$ cat config.mk
export PLATFORM = sky130hd
export DESIGN_NAME = ifetch_unit
export DESIGN_NICKNAME = d
export VERILOG_FILES = /design/src/rtl/ifetch_pkg.sv /design/src/rtl/ifetch_unit_sync_fifo.sv /design/src/rtl/ifetch_unit.sv
export SDC_FILE = /design/constraint.sdc
export NUM_CORES = 1
export LEC_CHECK = 0
export CAP_MARGIN = 20
export CORE_MARGIN = 3
export CORE_UTILIZATION = 39
export CTS_BUF_LIST = sky130_fd_sc_hd__clkbuf_2
export DETAILED_ROUTE_END_ITERATION = 10
export HOLD_SLACK_MARGIN = 0.03
export PLACE_DENSITY_LB_ADDON = 0.08
export SLEW_MARGIN = 15
export SYNTH_ARGS = -nofsm -noshare
export SYNTH_HDL_FRONTEND = slang
export SYNTH_SLANG_ARGS = --single-unit
$ cat constraint.sdc
create_clock -name clk -period 5 [get_ports clk]
set_input_delay 1 -clock clk [delete_from_list [all_inputs] [get_ports clk]]
set_output_delay 1 -clock clk [all_outputs]
set_load 0.02 [all_outputs]
$ cat src/rtl/ifetch_pkg.sv
// Shared types and constants for the instruction-fetch unit.
package ifetch_pkg;

  localparam int PKG_XLEN = 32;

  // Architectural constants used by the fetch path and its environment.
  localparam logic [31:0] RESET_VECTOR = 32'hBFC00000;
  localparam logic [31:0] NOP_INSTR    = 32'h00000013;

  // Counter width for outstanding/drop/occupancy counts; must hold QDEPTH.
  localparam int CNT_W = 8;
  typedef logic [CNT_W-1:0] cnt_t;

  // One fetched instruction together with the address it came from.
  typedef struct packed {
    logic [PKG_XLEN-1:0] pc;
    logic [PKG_XLEN-1:0] instr;
  } fetch_entry_t;

endpackage

$ cat src/rtl/ifetch_unit_sync_fifo.sv
// Small synchronous first-word-fall-through FIFO with flush and occupancy count.
// Reset is synchronous, active-low. A push on a full FIFO is accepted only
// together with a pop; flush empties the FIFO and wins over a same-cycle push.
module sync_fifo
  import ifetch_pkg::*;
#(
  parameter int WIDTH = 8,
  parameter int DEPTH = 4
) (
  input  logic             clk,
  input  logic             rst,
  input  logic             push,
  input  logic [WIDTH-1:0] push_data,
  input  logic             pop,
  input  logic             flush,
  output logic [WIDTH-1:0] head_data,
  output cnt_t             count
);

  localparam int PW = (DEPTH > 1) ? $clog2(DEPTH) : 1;

  logic [WIDTH-1:0] mem [DEPTH];
  logic [PW-1:0]    rd_ptr;
  logic [PW-1:0]    wr_ptr;
  cnt_t             cnt;
  logic             empty;
  logic             full;
  logic             do_push;
  logic             do_pop;

  // Pointer advance with explicit wrap so non-power-of-two depths also work.
  function automatic logic [PW-1:0] bump(input logic [PW-1:0] p);
    return (p == PW'(DEPTH - 1)) ? '0 : p + PW'(1);
  endfunction

  assign empty     = (cnt == '0);
  assign full      = (cnt == cnt_t'(DEPTH));
  assign do_push   = push & (~full | pop);
  assign do_pop    = pop & ~empty;
  assign head_data = mem[rd_ptr];
  assign count     = cnt;

  // Storage array: written on push, no reset needed on the data itself.
  always_ff @(posedge clk) begin
    if (do_push) mem[wr_ptr] <= push_data;
  end

  // Pointers and occupancy; reset and flush both return to empty.
  always_ff @(posedge clk) begin
    if (!rst || flush) begin
      rd_ptr <= '0;
      wr_ptr <= '0;
      cnt    <= '0;
    end else begin
      if (do_push) wr_ptr <= bump(wr_ptr);
      if (do_pop)  rd_ptr <= bump(rd_ptr);
      cnt <= cnt + cnt_t'(do_push) - cnt_t'(do_pop);
    end
  end

endmodule

$ cat src/rtl/ifetch_unit.sv
// Instruction-fetch unit: issues the current PC to imem, tracks in-order
// responses, buffers {pc, instr} for decode and drops stale responses after a
// redirect. Optional macro IFETCH_BYPASS_EN presents a response on the decode
// port in the same cycle when the queue is empty and nothing is being dropped.
module ifetch_unit
  import ifetch_pkg::*;
#(
  parameter int QDEPTH  = 4,
  parameter int MAX_OUT = 2,
  parameter int XLEN    = 32
) (
  input  logic            clk,
  input  logic            rst,
  input  logic [XLEN-1:0] pc_i,
  output logic            pc_en_o,
  input  logic            flush_i,
  output logic            imem_req_valid_o,
  input  logic            imem_req_ready_i,
  output logic [XLEN-1:0] imem_req_addr_o,
  input  logic            imem_rsp_valid_i,
  input  logic [XLEN-1:0] imem_rsp_data_i,
  output logic            id_valid_o,
  input  logic            id_ready_i,
  output logic [XLEN-1:0] id_instr_o,
  output logic [XLEN-1:0] id_pc_o,
  output logic [XLEN-1:0] id_pcplus4_o
);

  cnt_t              out_cnt;
  cnt_t              out_cnt_next;
  cnt_t              drop_cnt;
  cnt_t              drop_cnt_next;
  cnt_t              q_count;
  cnt_t              pc_count;
  logic [XLEN-1:0]   pc_head;
  logic [2*XLEN-1:0] q_head;
  logic              req_room;
  logic              handshake;
  logic              rsp_keep;
  logic              bypass;
  logic              q_push;
  logic              q_pop;
  logic              q_nonempty;

  // Every issued request reserves a queue slot, so responses never overflow.
  assign req_room = (int'(out_cnt) < MAX_OUT) &&
                    (int'(out_cnt) + int'(q_count) < QDEPTH);

  assign imem_req_valid_o = rst & ~flush_i & req_room;
  assign imem_req_addr_o  = pc_i;
  assign handshake        = imem_req_valid_o & imem_req_ready_i;
  assign pc_en_o          = handshake | (rst & flush_i);

  // A response is kept only when nothing is pending discard and no redirect
  // is happening right now (a flush-cycle response is stale by definition).
  assign rsp_keep   = rst & imem_rsp_valid_i & (drop_cnt == '0) & ~flush_i;
  assign q_nonempty = (q_count != '0);

`ifdef IFETCH_BYPASS_EN
  assign bypass = rsp_keep & ~q_nonempty;
`else
  assign bypass = 1'b0;
`endif

  assign q_push = rsp_keep & ~(bypass & id_ready_i);
  assign q_pop  = rst & q_nonempty & id_ready_i;

  assign id_valid_o   = rst & (q_nonempty | bypass);
  assign id_pc_o      = bypass ? pc_head         : q_head[2*XLEN-1:XLEN];
  assign id_instr_o   = bypass ? imem_rsp_data_i : q_head[XLEN-1:0];
  assign id_pcplus4_o = id_pc_o + XLEN'(4);

  // PC side-FIFO: address of each outstanding request, popped per response.
  sync_fifo #(.WIDTH(XLEN), .DEPTH(MAX_OUT)) u_pc_fifo (
    .clk       (clk),
    .rst       (rst),
    .push      (handshake),
    .push_data (pc_i),
    .pop       (rst & imem_rsp_valid_i),
    .flush     (1'b0),
    .head_data (pc_head),
    .count     (pc_count)
  );

  // Fetch queue feeding decode.
  sync_fifo #(.WIDTH(2*XLEN), .DEPTH(QDEPTH)) u_fetch_q (
    .clk       (clk),
    .rst       (rst),
    .push      (q_push),
    .push_data ({pc_head, imem_rsp_data_i}),
    .pop       (q_pop),
    .flush     (flush_i),
    .head_data (q_head),
    .count     (q_count)
  );

  // Outstanding and drop counter updates; a flush re-arms the drop count.
  always_comb begin
    out_cnt_next  = out_cnt;
    drop_cnt_next = drop_cnt;
    if (handshake && !imem_rsp_valid_i) begin
      out_cnt_next = out_cnt + cnt_t'(1);
    end else if (!handshake && imem_rsp_valid_i && out_cnt != '0) begin
      out_cnt_next = out_cnt - cnt_t'(1);
    end
    if (flush_i) begin
      drop_cnt_next = (imem_rsp_valid_i && out_cnt != '0) ? out_cnt - cnt_t'(1) : out_cnt;
    end else if (imem_rsp_valid_i && drop_cnt != '0) begin
      drop_cnt_next = drop_cnt - cnt_t'(1);
    end
  end

  // Counter registers with synchronous active-low reset.
  always_ff @(posedge clk) begin
    if (!rst) begin
      out_cnt  <= '0;
      drop_cnt <= '0;
    end else begin
      out_cnt  <= out_cnt_next;
      drop_cnt <= drop_cnt_next;
    end
  end

  // Bookkeeping sanity: no response without an outstanding request, and the
  // PC side-FIFO occupancy always matches the outstanding count.
  always_ff @(posedge clk) begin
    if (rst) begin
      assert (!(imem_rsp_valid_i && out_cnt == '0));
      assert (pc_count == out_cnt);
    end
  end

endmodule

==> results of run 1 <==
==> placed cells by master, fill, tap and decap left out, types with 8 or more instances in the layout <==
master | synthesis | layout
buf_4 | 34 | 21
clkdlybuf4s50_1 | 0 | 198
clkinv_1 | 0 | 8
nand2_1 | 36 | 36
inv_1 | 35 | 35
a21oi_1 | 24 | 24
and3_1 | 10 | 10
xor2_1 | 10 | 10
clkbuf_2 | 0 | 147
nor2_1 | 31 | 31
nor3_1 | 14 | 14
xnor2_1 | 34 | 34
mux4_2 | 64 | 64
edfxtp_1 | 320 | 320
mux2_2 | 32 | 32
dfxtp_1 | 41 | 36
ha_1 | 38 | 38
nand3_1 | 18 | 18
nand4_1 | 10 | 10
==> what timing repair did <==
item                       4_1_cts  5_1_grt
gates resized for setup          7        1
pin swaps                        0        1
setup endpoints to repair       23        2
buffers inserted                 4        0
==> final timing paths <==
| path | endpoint | start | slack [ps] |
|---|---|---|---|
| setup / recovery | imem_req_valid_o | out_cnt[1]$_SDFFE_PN0P_ | 310 |
| hold / removal | flip-flop | u_fetch_q.rd_ptr[1]$_SDFFE_PP0P_ | 480 |
| setup reg to reg | u_pc_fifo.count[7]$_SDFF_PN0_ | out_cnt[3]$_SDFFE_PN0P_ | 1280 |
| hold reg to reg | flip-flop | u_fetch_q.rd_ptr[1]$_SDFFE_PP0P_ | 480 |
==> cell type report <==
class	count	area, um^2	area share (%)
Antenna cell	2	5.005	0.02671
Clock buffer	147	735.7	3.926
Clock inverter	16	93.84	0.5008
Inverter	35	131.4	0.7011
Multi-Input combinational cell	436	4377	23.36
Sequential cell	361	10440	55.72
Tap cell	511	639.4	3.412
Timing Repair Buffer	229	2316	12.36
==> sequential cells by signal, summed over array words and instances, names as in the netlist, named ones only <==
| name | flops |
|---|---|
| u_fetch_q.mem | 256 |
| u_pc_fifo.mem | 64 |
| drop_cnt | 8 |
| out_cnt | 8 |
| u_fetch_q.count | 8 |
| u_pc_fifo.count | 8 |
| u_fetch_q.rd_ptr | 2 |
| u_fetch_q.wr_ptr | 2 |
| u_pc_fifo.rd_ptr | 1 |
| u_pc_fifo.wr_ptr | 1 |
==> per-stage QoR <==
stage                     utilization, %  hold slack, ps  cell area [um^2]
after floorplan                        -           454.1             15310
after global placement             46.60           463.8             17800
after detailed placement           46.60           467.6             17800
after CTS                          49.04           480.7             18730
after global routing               49.06           502.6             18740
final                              49.06           475.5             18740
==> per-layer routing <==
metal | global-route usage, % | wire (um)
met5 | 0 | 0
met4 | 5.751 | 644
met3 | 4.284 | 1976
met2 | 27.03 | 16710
met1 | 22.85 | 15660
==> cells by family (layout without fill, tap and decap cells) <==
family          count (synthesis)  after routing  synth area share (%)
simple gates                  173            173                 6.586
xor+xnor                       44             44                 2.517
compound gates                 78             78                 3.759
fa+ha+maj                      40             40                 3.367
flops                         361            361                 68.12
other cells                     0              2                     0
mux                           101            101                 12.13
buf+inv                        98            427                 3.530
==> where the power goes <==
part           switching (mW)  internal (mW)  total (mW)
clock network            1.15          0.821        1.97
registers               0.143           3.47        3.61
logic                   0.976          0.873        1.85
==> worst register-to-register path, cell delays in order, from the launching register on <==
cell      delay, ps
dfxtp_1         430
ha_1            410
o21ai_1         160
o311ai_2        440
or3_1           180
nand3_1          80
buf_4           190
nand3_2         170
nor2_1           70
ha_1            220
a21o_1          190
a21oi_1         230
o21bai_1        120
a2111o_1        450
a31o_2          210
a21oi_1         120
==> impl_metrics.toml, run 1 <==
[setup_path]
start_kind = "flip-flop"
slowest_stage = "clkdlybuf4s50_1"
cpPeakStageDelay_ps = 600
path_class = "flip-flop to primary output"
worstPathCellList = "ha_1, a311oi_4, o311ai_2, or3_1, nand3_1, buf_4, and2_1, clkdlybuf4s50_1"
arrival_ps = 3690
cp-end-kind = "primary output"
worstPathRequired_ps = 4000
path_depth = 8
crit_buf_inv = 2
crit_fanout = 11
r2r_cells = 15
cp_top_family = "buffers and inverters"

[drt]
wl_um = 34990
viasPerCell = 4.997
drt_first_pass_iters = 4
drt_drc_violations_left = 0
num_vias = 8679
drtAntennaViolNets = 0
wl_per_cell_um = 20.14
drt_iter0_markers = 461

[synthesis]
synth_seq_area_share_pct = 68.12
yosysTopAreaCellShare_pct = 62.76
synth_edf_count = 320
yosysMostFrequentCell = "edfxtp_1"
syn_area_um2 = 15310
synth.area.top_cells = "edfxtp_1, mux4_2, dfxtp_1, ha_1, mux2_2"
async_flop_share_pct = 0
yosys.area.top_type = "edfxtp_1"
yosys_warnings = 0
synthFlopType = "edfxtp_1"
synth_cells = 895
yosys-top-cells-count = "edfxtp_1, mux4_2, dfxtp_1, ha_1, nand2_1"
synth.avg_cell_area_um2 = 17.11
syn-num-nets = 1005
synth_seq_cells = 361
synthDistinctLibCells = 74

[clock_tree]
clkSlewWorstSetupHoldPaths_ps = 100
holdBufCountCts = 0
clk_latency_ps = 940
cts_root_buf = "clkbuf_2"
clk_path_buf_depth = 3
cts_inserted_buffers = 96
cts_tree = "built"
h-tree-depth = 3
cts.sinks = 361

[place]
pre_cts_ws_ps = 637.6
dp_cells = 1568
routabilityCongestion = 0.8086
dp_hpwl_um = 22150
io_buffers = 200

[sta]
max_freq_ghz = 0.2131
skew_ps = 55.78
setup_viol = 0
tightest_slew_ps = 1064
finalHoldViolCount = 0
tns_ps = 0
grt_setup_unrepaired = "false"
drv_slew = 0
fin_crit_ps = 4692
relSlewSlack_pct = 29.08
min_period_over_period_pct = 93.85
fin_ws_ps = 307.6

[layout]
syn_to_final_growth_pct = 22.38
nNetsFinal = 1269
layout-drive-gt1-share_pct = 25.90
stdcell_count = 1737
fillCellCount = 3369

[die]
rows = 71
die_x_um = 204.1
initial_utilization_pct = 40.09
io_pins = 201
core_area_um2 = 38200
dieArea_um2 = 41680
die_y_um = 204.1

[power_and_ir_drop]
p_leak_nw = 6.455
ir_drop_mv = 0.3214
powerDensity_nw_per_um2 = 396.6
p_total_mw = 7.432

[grt]
overflow = 0
antenna_found_initial = 3
grt_usage_pct = 16.96
grt_max_degree = 36
grt_pass1_wl_um = 53110
grt_pass1_vias = 9151

[min_path]
hp-class = "flip-flop to flip-flop"
hold_depth = 2

[run_status]
status = "finished clean"

[flow_run]
cap_viol_max_count = 0
No activity file was read; power rests on OpenSTA's default activity.
==> inputs of run 2 (changes only) <==
CORE_MARGIN = 10   (was 3)
==> run 2 against run 1 <==
Sequential share of layout area is 0.22 points lower; via count is 0.35% higher; global-route usage is 2.2 points lower; power is 0.10% lower; die area is 14% higher; critical path type unchanged; largest cell class unchanged.
==> impl_metrics.toml, run 2 (same netlist as run 1, synthesis figures left out) <==
[run_status]
status = "finished clean"

[setup_path]
crit_fanout = 7
arrival_ps = 3700
r2r_setup_slack_ps = 1320
worstPathRequired_ps = 4000
cp_top_family = "buffers and inverters"
cpPeakStageDelay_ps = 600
path_class = "flip-flop to primary output"
start_kind = "flip-flop"
crit_buf_inv = 1
worstPathCellList = "ha_1, a311oi_4, o21bai_1, mux2_4, nor3_4, nand3_4, nand2_1, clkdlybuf4s50_1"
cp-end-kind = "primary output"
slowest_stage = "clkdlybuf4s50_1"

[power_and_ir_drop]
clkPwrFrac_pct = 26.4
ir_drop_mv = 0.1955
p_total_mw = 7.425
p_leak_nw = 6.484
powerDensity_nw_per_um2 = 394.6
p_sw_share_pct = 31.00
p_int_mw = 5.123
power_frac_comb_pct = 25.0
p_switching_mw = 2.301
seq_power_share_pct = 48.6

[place]
io_buffers = 200
dp_cells = 1570
routabilityCongestion = 0.7538
dp_hpwl_um = 23020

[grt]
overflow = 0
grt_usage_pct = 14.80
antenna_found_initial = 2
grt_pass1_vias = 9198
grt_pass1_wl_um = 54000
grt_max_degree = 45

[layout]
fillCellCount = 3431
layout.cells.most_common = "edfxtp_1"
reg_top3 = "u_fetch_q.mem (256), u_pc_fifo.mem (64)"
layout-drive-gt1-share_pct = 25.97
final_cell_mix = "edfxtp_1, clkdlybuf4s50_1, clkbuf_2"
top_register = "u_fetch_q.mem"
stdcell_count = 1755
syn_to_final_growth_pct = 22.87
nNetsFinal = 1272
largest_reg_flops = 256

[drt]
num_vias = 8709
drt_first_pass_iters = 5
drt_drc_violations_left = 0
viasPerCell = 4.962
drtAntennaViolNets = 0
wl_um = 35450
wl_per_cell_um = 20.20
drt_iter0_markers = 488

[sta]
holdWs_ps = 496.0
fin_crit_ps = 4703
drv_slew = 0
tns_ps = 0
relSlewSlack_pct = 32.49
grt_setup_unrepaired = "false"
tightest_slew_ps = 1013
min_period_over_period_pct = 94.06
max_freq_ghz = 0.2126
finalHoldViolCount = 0
setup_viol = 0
skew_ps = 49.44

[clock_tree]
cts_inserted_buffers = 98
holdBufCountCts = 0
clk_path_buf_depth = 3
clk_latency_ps = 930
cts_tree = "built"
clkSlewWorstSetupHoldPaths_ps = 100
h-tree-depth = 3
cts.sinks = 361
cts_root_buf = "clkbuf_2"

[die]
initial_utilization_pct = 39.53
core_area_um2 = 38740
rows = 72
dieArea_um2 = 47590
die_x_um = 218.1
io_pins = 201
die_y_um = 218.1

[min_path]
hp-class = "flip-flop to flip-flop"

[flow_run]
cap_viol_max_count = 0
run 2: cell types whose count changed in the layout (fill, tap and decap cells not counted), sizes merged:
cell	previous run	this run
buf	29	30
clkinv	11	20
bufinv	1	0
diode	2	1
clkinvlp	0	1
inv	39	40
clkbuf	147	148
dlymetal6s2s	0	1
dlygate4sd2	2	1
run 2: power groups by stage:
| stage | registers, mW | logic, mW | clock network, mW |
|---|---|---|---|
| 3_3_place_gp | 3.69 | 1.82 | 0 |
| 6_report | 3.61 | 1.85 | 1.96 |
| 5_1_grt | 3.64 | 2.06 | 2.23 |
| 2_1_floorplan | 3.61 | 1.33 | 0 |
| 3_5_place_dp | 3.69 | 1.82 | 0 |
| 4_1_cts | 3.62 | 1.85 | 2.07 |
run 2: final timing paths:
check,startpoint,endpoint,depth (start not counted)
worst max-delay path,out_cnt[1]$_SDFFE_PN0P_,pc_en_o,8
worst min-delay path,u_fetch_q.rd_ptr[1]$_SDFFE_PP0P_,u_fetch_q.rd_ptr[1]$_SDFFE_PP0P_,2
worst max register to register,out_cnt[1]$_SDFFE_PN0P_,u_pc_fifo.count[7]$_SDFF_PN0_,14
worst min register to register,u_fetch_q.rd_ptr[1]$_SDFFE_PP0P_,u_fetch_q.rd_ptr[1]$_SDFFE_PP0P_,2
run 2: metal layers:
metal / wire length [um] / global-route usage, % / vias to the layer above
li1: - / - / 4082
met1: 15880 / 19.18 / 4347
met2: 16640 / 22.93 / 233
met3: 2362 / 5.000 / 45
met4: 550 / 4.906 / 2
met5: 13 / 0 / -
run 2: through the flow:
step	setup WS, ps	instance area [um^2]	util, %
finish	297.2	18810	48.57
global route	10.95	18810	48.57
CTS	5.725	18710	48.29
detailed placement	531.9	17800	45.94
global placement	619.8	17800	45.94
floorplan	768.8	15310	-
run 2: what timing repair did:
action                                  CTS  global route
setup buffers                             2             8
endpoints found under the setup margin   53             5
resized for setup                         5             5
pin swaps                                 0             1
run 2: worst reg2reg max path: cells and delay by family, from the launching register on:
family	cells	cell delay, ps
adders and majority gates	2	580
DFF	1	370
AOI/OAI and AO/OA	9	2200
and+or+nand+nor	3	460
run 2: layout make-up:
class                   count  area, um^2  area share, %
repair buffers            230        2349          12.48
inverters                  35       131.4         0.6983
clock buffers             148       740.7          3.937
diodes                      1       2.502        0.01330
flip-flops and latches    361       10440          55.50
clock inverters            26       105.1         0.5586
multi-input cells         436        4395          23.36
well taps                 518       648.1          3.445
==> inputs of run 3 (changes only) <==
SKIP_LAST_GASP = 1   (was unset)
==> run 3 against run 2 <==
Sequential power about the same; clock power about the same; critical path depth is the same; register-to-register slack got worse by 50 ps; utilization decreased by 0.061 points; non-clock buffer count fell by 1; largest cell class unchanged.
==> impl_metrics.toml, run 3 (same netlist as run 1, synthesis figures left out) <==
[die]
initial_utilization_pct = 39.53
core_area_um2 = 38740
die_x_um = 218.1
dieArea_um2 = 47590
io_pins = 201
die_y_um = 218.1
rows = 72

[power_and_ir_drop]
powerDensity_nw_per_um2 = 395.0
p_leak_nw = 6.482
p_total_mw = 7.422
ir_drop_mv = 0.1974

[drt]
wl_per_cell_um = 20.22
drt_first_pass_iters = 4
drt_drc_violations_left = 0
viasPerCell = 4.957
wl_um = 35460
drt_iter0_markers = 446
drtAntennaViolNets = 0
num_vias = 8694

[clock_tree]
cts_root_buf = "clkbuf_2"
holdBufCountCts = 0
cts.sinks = 361
cts_tree = "built"
clk_latency_ps = 930
h-tree-depth = 3
clkSlewWorstSetupHoldPaths_ps = 90
cts_inserted_buffers = 98
clk_path_buf_depth = 3

[setup_path]
worstPathRequired_ps = 4000
timing.rr.start = "out_cnt[1]$_SDFFE_PN0P_"
cpPeakStageDelay_ps = 600
slowest_stage = "clkdlybuf4s50_1"
r2r_cells = 14
worstPathCellList = "ha_1, a311oi_4, o21bai_1, mux2_4, nor3_4, nand3_4, nand2_1, clkdlybuf4s50_1"
r2r_setup_slack_ps = 1270
arrival_ps = 3740
cp-end-kind = "primary output"
start_kind = "flip-flop"
path_class = "flip-flop to primary output"
crit_fanout = 7
reg2reg_to = "u_pc_fifo.count[7]$_SDFF_PN0_"

[place]
pre_cts_ws_ps = 531.9
dp_hpwl_um = 23020
io_buffers = 200
routabilityCongestion = 0.7538

[sta]
skew_ps = 52.42
finalHoldViolCount = 0
relSlewSlack_pct = 32.41
drv_slew = 0
setup_viol = 0
tightest_slew_ps = 1014
grt_setup_unrepaired = "true"
min_period_over_period_pct = 94.88
fin_crit_ps = 4744
max_freq_ghz = 0.2108
fin_ws_ps = 256.2

[layout]
largest_reg_flops = 256
layout.cells.most_common = "edfxtp_1"
top_register = "u_fetch_q.mem"
reg_top3 = "u_fetch_q.mem (256), u_pc_fifo.mem (64)"
layout-drive-gt1-share_pct = 25.91
syn_to_final_growth_pct = 22.72
nNetsFinal = 1271
fillCellCount = 3430
final_cell_mix = "edfxtp_1, clkdlybuf4s50_1, clkbuf_2"
seq_area_um2 = 10440
multi_input_area_um2 = 4388

[grt]
antenna_found_initial = 2
grt_pass1_vias = 9198
overflow = 0
grt_max_degree = 45
grt_pass1_wl_um = 54000
grt_usage_pct = 14.80

[min_path]
hold_path_end = "u_fetch_q.rd_ptr[1]$_SDFFE_PP0P_"
hp-class = "flip-flop to flip-flop"
holdCritStartpoint = "u_fetch_q.rd_ptr[1]$_SDFFE_PP0P_"
hold_depth = 2

[flow_run]
cap_viol_max_count = 0

[run_status]
status = "finished clean"
[run 3: cell count changes in the layout (fill, tap and decap cells not counted)]
cell and delta:
dlymetal6s2s_1 +1, dlygate4sd2_1 -1, buf_12 -1, nand3_2 +1
nand3_4 -1
[run 3: what timing repair did]
action / 4_1_cts / 5_1_grt
resized for setup: 4 / 5
endpoints found under the setup margin: 53 / 6
hold endpoints to repair: 0 / 0
setup buffers: 2 / 7
[run 3: area by class of cell]
type | count | share of cell area (%)
inverter | 35 | 0.6992
multi-input combinational | 436 | 23.35
tap | 518 | 3.449
clock inverter | 26 | 0.5593
clock buffer | 148 | 3.942
sequential | 361 | 55.57
antenna | 1 | 0.01332
timing repair buffer | 229 | 12.41
[run 3: routing by layer]
metal	track usage (%)	up-vias	wire length (um)
li1	-	4077	-
met1	19.18	4334	15960
met2	22.93	235	16630
met3	5.000	46	2315
met4	4.906	2	550
met5	0	-	9
[run 3: worst max-delay path by stage]
stage,startpoint,end,slack (ps),cells past startpoint
after global routing,out_cnt[4]$_SDFFE_PN0P_,pc_en_o,-30,7
after global placement,rst,pc_en_o,620,8
final,out_cnt[1]$_SDFFE_PN0P_,pc_en_o,260,8
after detailed placement,rst,pc_en_o,530,8
after CTS,flip-flop,id_pcplus4_o[31],-30,7
after floorplan,rst,u_fetch_q.mem[1][0]$_DFFE_PP_,770,5
[run 3: power by group]
part           switching, mW  total (mW)  leakage (nW)  internal (mW)
Combinational          0.986        1.85          2.59          0.865
Clock                   1.18        1.96         0.675          0.785
Sequential             0.140        3.61          3.22           3.47
Total                   2.30        7.42          6.48           5.12
[run 3: critical path, delay by kind of cell, from the launching register on]
family,cells,cell delay (ps)
compound gates,2,570
simple gates,3,600
buf+inv,1,600
flops,1,370
mux,1,350
fa+ha+maj,1,360
[run 3: per-stage QoR]
stage / instances / hold WS [ps] / util, % / setup TNS, ps / cell area (um^2)
2_1_floorplan: 895 / 454.1 / - / 0 / 15310
3_3_place_gp: 1570 / 475.0 / 45.94 / 0 / 17800
3_5_place_dp: 1570 / 476.9 / 45.94 / 0 / 17800
4_1_cts: 1746 / 496.7 / 48.29 / -32.51 / 18710
5_1_grt: 1754 / 530.4 / 48.51 / -30.42 / 18790
6_report: 1754 / 496.5 / 48.51 / 0 / 18790
